**config.mk**
```make
export PLATFORM = sky130hd
export DESIGN_NAME = bsi_arb
export DESIGN_NICKNAME = d
export VERILOG_FILES = /design/src/rtl/bsi_pkg.sv /design/src/rtl/bsi.sv /design/src/rtl/rr_arb.sv /design/src/rtl/bsi_arb.sv
export SDC_FILE = /design/constraint.sdc
export NUM_CORES = 1
export LEC_CHECK = 0
export ABC_AREA = 1
export CAP_MARGIN = 20
export CORE_MARGIN = 10
export CORE_UTILIZATION = 50
export CTS_CLUSTER_DIAMETER = 150
export DETAILED_ROUTE_END_ITERATION = 7
export PLACE_DENSITY = 0.8
export SYNTH_ARGS = -nofsm -noshare
export SYNTH_HDL_FRONTEND = slang
export SYNTH_HIERARCHICAL = 1
export SYNTH_SLANG_ARGS = --single-unit
```
**constraint.sdc**
```tcl
create_clock -name clk -period 4.1 [get_ports clk]
set_input_delay 0.82 -clock clk [delete_from_list [all_inputs] [get_ports clk]]
set_output_delay 0.82 -clock clk [all_outputs]
set_load 0.1 [all_outputs]
```
**src/rtl/bsi_pkg.sv**
```systemverilog
// Shared types for the shift/rotate unit and the arbiter that fronts it.
package bsi_pkg;

    localparam int OP_W = 2;

    typedef enum logic [OP_W-1:0] {
        OP_SLL = 2'b00,
        OP_SRL = 2'b01,
        OP_SRA = 2'b10,
        OP_ROR = 2'b11
    } op_t;

endpackage

```
**src/rtl/bsi.sv**
```systemverilog
// Combinational shifter with a fixed configuration.
// RIGHT selects the direction, ARITH sign-fills right shifts, ROTATE
// turns a right shift into a rotate. The shift amount is SHIFT_W bits,
// so it is implicitly taken modulo W.
module bsi #(
    parameter int W       = 32,
    parameter int SHIFT_W = $clog2(W),
    parameter bit RIGHT   = 1'b0,
    parameter bit ARITH   = 1'b0,
    parameter bit ROTATE  = 1'b0
) (
    input  logic [W-1:0]       x,
    input  logic [SHIFT_W-1:0] shamt,
    output logic [W-1:0]       y
);

    generate
        if (ROTATE) begin : g_ror
            // Rotating right is the low half of {x,x} shifted right.
            assign y = W'({x, x} >> shamt);
        end else if (RIGHT && ARITH) begin : g_sra
            logic signed [W-1:0] xs;
            assign xs = $signed(x);
            assign y  = $unsigned(xs >>> shamt);
        end else if (RIGHT) begin : g_srl
            assign y = x >> shamt;
        end else begin : g_sll
            assign y = x << shamt;
        end
    endgenerate

endmodule

```
**src/rtl/rr_arb.sv**
```systemverilog
// Round-robin arbiter: grants the first requesting index at or after ptr,
// wrapping modulo N. The encoded index is always reported; the one-hot
// grant is only asserted when en is high and someone is requesting.
module rr_arb #(
    parameter int N    = 4,
    parameter int ID_W = $clog2(N)
) (
    input  logic [N-1:0]    req,
    input  logic [ID_W-1:0] ptr,
    input  logic            en,
    output logic [N-1:0]    gnt,
    output logic [ID_W-1:0] idx
);

    logic found;
    int   k;

    // Scan the request vector starting at ptr and pick the first requester.
    always_comb begin
        gnt   = '0;
        idx   = '0;
        found = 1'b0;
        k     = 0;
        for (int i = 0; i < N; i++) begin
            k = int'(ptr) + i;
            if (k >= N) k = k - N;
            if (!found && req[k]) begin
                found = 1'b1;
                idx   = ID_W'(k);
            end
        end
        if (found && en) gnt[idx] = 1'b1;
    end

endmodule

```
**src/rtl/bsi_arb.sv**
```systemverilog
// Shares one registered shift/rotate datapath between N requesters.
// A round-robin arbiter grants at most one request per cycle; the result is
// captured in a single output slot and presented one cycle later, tagged with
// the requester index. The slot reloads in the same cycle it drains, so a
// continuously-ready consumer sees one result per cycle.
module bsi_arb
    import bsi_pkg::*;
#(
    parameter int W       = 32,
    parameter int N       = 4,
    parameter int SHIFT_W = $clog2(W),
    parameter int ID_W    = $clog2(N)
) (
    input  logic                 clk,
    input  logic                 rst_n,
    input  logic [N-1:0]         req_valid_i,
    output logic [N-1:0]         req_ready_o,
    input  logic [N*OP_W-1:0]    req_op_i,
    input  logic [N*W-1:0]       req_x_i,
    input  logic [N*SHIFT_W-1:0] req_shift_i,
    output logic                 rsp_valid_o,
    input  logic                 rsp_ready_i,
    output logic [W-1:0]         rsp_y_o,
    output logic [ID_W-1:0]      rsp_id_o,
    output logic                 busy_o
);

    logic [ID_W-1:0]    ptr;
    logic [ID_W-1:0]    gidx;
    logic [N-1:0]       gnt;
    logic               can_accept;
    logic               fire;
    logic [ID_W-1:0]    next_ptr;

    op_t                op_sel;
    logic [W-1:0]       x_sel;
    logic [SHIFT_W-1:0] sh_sel;
    logic [W-1:0]       y_sll;
    logic [W-1:0]       y_srl;
    logic [W-1:0]       y_sra;
    logic [W-1:0]       y_ror;
    logic [W-1:0]       y_next;

    // The slot can take a new result when empty or when it drains this cycle.
    // Gating with rst_n keeps req_ready_o low while reset is held.
    assign can_accept = (!rsp_valid_o || rsp_ready_i) && rst_n;

    rr_arb #(
        .N    (N),
        .ID_W (ID_W)
    ) u_rr_arb (
        .req (req_valid_i),
        .ptr (ptr),
        .en  (can_accept),
        .gnt (gnt),
        .idx (gidx)
    );

    assign req_ready_o = gnt;
    assign fire        = |gnt;
    assign next_ptr    = (gidx == ID_W'(N - 1)) ? '0 : gidx + 1'b1;
    assign busy_o      = rsp_valid_o | (|req_valid_i);

    // Only the granted requester's fields reach the shifters, so unknowns on
    // idle requesters cannot leak into the result.
    assign op_sel = op_t'(req_op_i[gidx*OP_W +: OP_W]);
    assign x_sel  = req_x_i[gidx*W +: W];
    assign sh_sel = req_shift_i[gidx*SHIFT_W +: SHIFT_W];

    bsi #(.W(W), .SHIFT_W(SHIFT_W), .RIGHT(1'b0), .ARITH(1'b0), .ROTATE(1'b0))
        u_sll (.x(x_sel), .shamt(sh_sel), .y(y_sll));
    bsi #(.W(W), .SHIFT_W(SHIFT_W), .RIGHT(1'b1), .ARITH(1'b0), .ROTATE(1'b0))
        u_srl (.x(x_sel), .shamt(sh_sel), .y(y_srl));
    bsi #(.W(W), .SHIFT_W(SHIFT_W), .RIGHT(1'b1), .ARITH(1'b1), .ROTATE(1'b0))
        u_sra (.x(x_sel), .shamt(sh_sel), .y(y_sra));
    bsi #(.W(W), .SHIFT_W(SHIFT_W), .RIGHT(1'b1), .ARITH(1'b0), .ROTATE(1'b1))
        u_ror (.x(x_sel), .shamt(sh_sel), .y(y_ror));

    // Select the shifter output matching the granted op.
    always_comb begin
        y_next = y_sll;
        case (op_sel)
            OP_SLL:  y_next = y_sll;
            OP_SRL:  y_next = y_srl;
            OP_SRA:  y_next = y_sra;
            OP_ROR:  y_next = y_ror;
            default: y_next = y_sll;
        endcase
    end

    // Output slot and round-robin pointer: load on transfer, clear on drain.
    always_ff @(posedge clk) begin
        if (!rst_n) begin
            rsp_valid_o <= 1'b0;
            rsp_y_o     <= '0;
            rsp_id_o    <= '0;
            ptr         <= '0;
        end else if (fire) begin
            rsp_valid_o <= 1'b1;
            rsp_y_o     <= y_next;
            rsp_id_o    <= gidx;
            ptr         <= next_ptr;
        end else if (rsp_ready_i) begin
            rsp_valid_o <= 1'b0;
        end
    end

endmodule
```
==> flow_metrics.py <==
metrics = {
    "run_status": {
        "status": "complete, but fails checks",
        "violations": "design-rule violations",
    },
    "logic_synthesis": {
        "seq_area_frac_synth_pct": 6.795,
        "yosys.area.top_type_share_pct": 37.05,
        "netlist-cell-type-count": 35,
        "syn_nets": 2348,
        "synth_area_sq_um": 10900,
        "syn_inst": 2184,
        "ys_top_cells_by_area": "nand3_1 37%, nand2_1 23%, dfxtp_1 6.8%",
        "yosysWarningCount": 6,
        "yosys.area.top_type": "nand3_1",
        "syn_area_per_cell_sq_um": 4.991,
        "synth-seq-cells": 37,
    },
    "route": {
        "wirelength_mm": 62.00,
        "drt_iter0_drc": 3249,
        "routed_via_density": 6.644,
        "drc": 29,
        "vias": 18258,
        "first_pass_iters": 8,
        "drt-wirelength-per-cell_um": 22.56,
        "postRouteAntennaNets": 0,
    },
    "timing": {
        "setup_viol": 0,
        "drv_slew": 0,
        "clock.fmax_mhz": 249.5,
        "min_period_ps": 4008,
        "finalHoldViolations": 0,
        "max-slew-margin-rel_pct": 29.80,
        "tightest_slew_ps": 1050,
        "finalCritPeriodShare_pct": 97.75,
        "fin_worst_skew_ps": 10.38,
    },
    "flow_run": {
        "cap_violations": 0,
    },
    "clock_tree": {
        "cts.clk_slew.worst_paths_ps": 60,
        "cts_sinks": 37,
        "clock_path_buffers": 2,
        "cts_buffers": 5,
        "cts_tree": "yes",
        "h-tree-depth": 2,
        "cts_root_buf": "clkbuf_16",
        "clk-insertion-delay-late_ps": 280,
    },
    "floorplanning": {
        "rows": 53,
        "core_sq_um": 21220,
        "num_io_pins": 203,
        "dieArea_sq_um": 28110,
        "start_util_pct": 51.37,
        "die_height_um": 167.7,
        "die_width_um": 167.7,
    },
    "critical_path": {
        "criticalPathCategory": "primary input to flip-flop",
        "critPathLaunchType": "primary input",
        "arrival_ps": 4180,
        "slowest_delay_ps": 260,
        "r2r_slack_ps": 100,
        "critPathMaxFanout": 18,
        "end_kind": "flip-flop",
        "worstPathRequired_ps": 4270,
        "crit_slowest_cell": "o21ai_0",
        "crit_path_frequent_cell": "nand2_1",
    },
    "global_routing": {
        "track_usage_pct": 40.39,
        "grt_pass1_wl_mm": 92.05,
        "grt_max_degree": 37,
        "overflow": 0,
        "grt_pass1_vias": 16489,
        "antenna_found_initial": 0,
    },
    "layout": {
        "drive_above_1_share_pct": 18.64,
        "post-route-util_pct": 74.06,
        "layout.nets": 2636,
        "num_antenna_cells": 0,
        "area_delta_synth_final_pct": 44.17,
        "num-fill-cells": 1791,
        "stdcell_count": 2748,
        "seq_area_sq_um": 740.7,
        "multi_input_area_sq_um": 9487,
    },
    "placement": {
        "hpwl_mm": 45.69,
        "portBuffers": 202,
        "dp.cells": 2728,
        "place.gp.congestion": 1.204,
    },
    "worst_hold_path": {
        "hold_class": "flip-flop to flip-flop",
    },
}
-- cell usage in the layout (no fill, tap or decap), types with 5 or more instances in the layout --
| cell type | n |
|---|---|
| nand3_1 | 774 |
| nand2_1 | 650 |
| clkdlybuf4s50_1 | 193 |
| buf_4 | 182 |
| nor2_1 | 161 |
| o21ai_0 | 84 |
| nand3_2 | 67 |
| buf_12 | 59 |
| nand2_2 | 51 |
| dfxtp_1 | 37 |
| inv_1 | 29 |
| o21ai_1 | 26 |
| o22ai_2 | 18 |
| nand2_4 | 18 |
| o22ai_1 | 14 |
| nand3b_1 | 12 |
| inv_2 | 10 |
| a21oi_1 | 9 |
| buf_6 | 9 |
| nor3_1 | 9 |
| nor2_2 | 7 |
| clkbuf_16 | 7 |
| or2_2 | 6 |
| o22ai_4 | 5 |
| nand4_1 | 5 |
-- cells in the mapped netlist --
cell and n:
nand3_1 807, nand2_1 669, nor2_1 168, o21ai_0 106, clkbuf_1 67, buf_2 53, dfxtp_1 37, nand2_2 37
o22ai_1 37, nand3_2 35, inv_1 32, buf_1 18, buf_4 16, buf_6 13, nand2_4 13, nand3b_1 12
inv_2 11, a21oi_1 9, nor3_1 9, o21ai_1 6, or2_2 6, nand4_1 5, buf_12 2, buf_8 2
inv_4 2, inv_8 2, nor2_4 2, and3_1 1, clkinv_1 1, ha_1 1, inv_6 1, nor2_2 1
nor2_8 1, nor4_1 1, or2_0 1
-- kinds of logic after synthesis --
group,count (synthesis),share of synthesized area [%]
compound gates,158,7.679
simple gates,1768,75.05
flops,37,6.795
buf+inv,220,10.36
fa+ha+maj,1,0.1148
-- cell type report --
type | count | share of cell area (%)
Clock inverter | 3 | 0.1354
Timing Repair Buffer | 452 | 30.26
Clock buffer | 5 | 0.7962
Sequential cell | 37 | 4.713
Multi-Input combinational cell | 1927 | 60.37
Inverter | 49 | 1.537
Tap cell | 275 | 2.189
-- repair_timing --
item	in CTS	in global routing
endpoints found under the setup margin	27	32
hold buffers	0	0
pin swaps	2	10
gates resized for setup	28	109
setup buffers	5	4
gates cloned	1	2
-- per-layer routing --
metal | global-route usage [%] | routed length (um) | vias to the layer above
li1 | - | - | 8050
met1 | 46.48 | 21210 | 8095
met2 | 61.00 | 25620 | 1659
met3 | 15.85 | 9905 | 454
met4 | 26.50 | 5261 | 0
met5 | 0 | 0 | -
-- worst max-delay path: cells and delay by family --
family                 cells  cell delay [ps]
AO/OA/AOI/OAI              2              400
buffers and inverters      7              950
AND/OR/NAND/NOR           18             2000
-- stage by stage --
stage                     setup TNS (ps)  worst slack [ps]  instance area (sq um)  hold WS (ps)
after floorplan                        0             15.27                  10910         449.5
after global placement             -5631            -270.6                  14900         512.1
after detailed placement          -10250            -405.9                  14900         513.4
after CTS                              0             3.094                  15240         531.8
after global routing              -18.98            -18.98                  15720         567.4
final                                  0             92.41                  15720         525.7
-- final timing paths --
check / startpoint / end / cells past startpoint
hold / removal: rsp_y_o[19]$_SDFFE_PN0P_ / rsp_y_o[19]$_SDFFE_PN0P_ / 2
setup / recovery: req_valid_i[2] / rsp_y_o[10]$_SDFFE_PN0P_ / 27
hold reg to reg: rsp_y_o[19]$_SDFFE_PN0P_ / rsp_y_o[19]$_SDFFE_PN0P_ / 2
setup reg to reg: ptr[0]$_SDFFE_PN0P_ / rsp_y_o[10]$_SDFFE_PN0P_ / 27
-- sequential cells by signal, indices dropped and copies added, names as in the netlist --
register     flops
rsp_valid_o      1
rsp_id_o         2
rsp_y_o         32
ptr              2
Power is not shown: default switching activity piles up to over one toggle a cycle in this logic, so the estimate is an artifact.
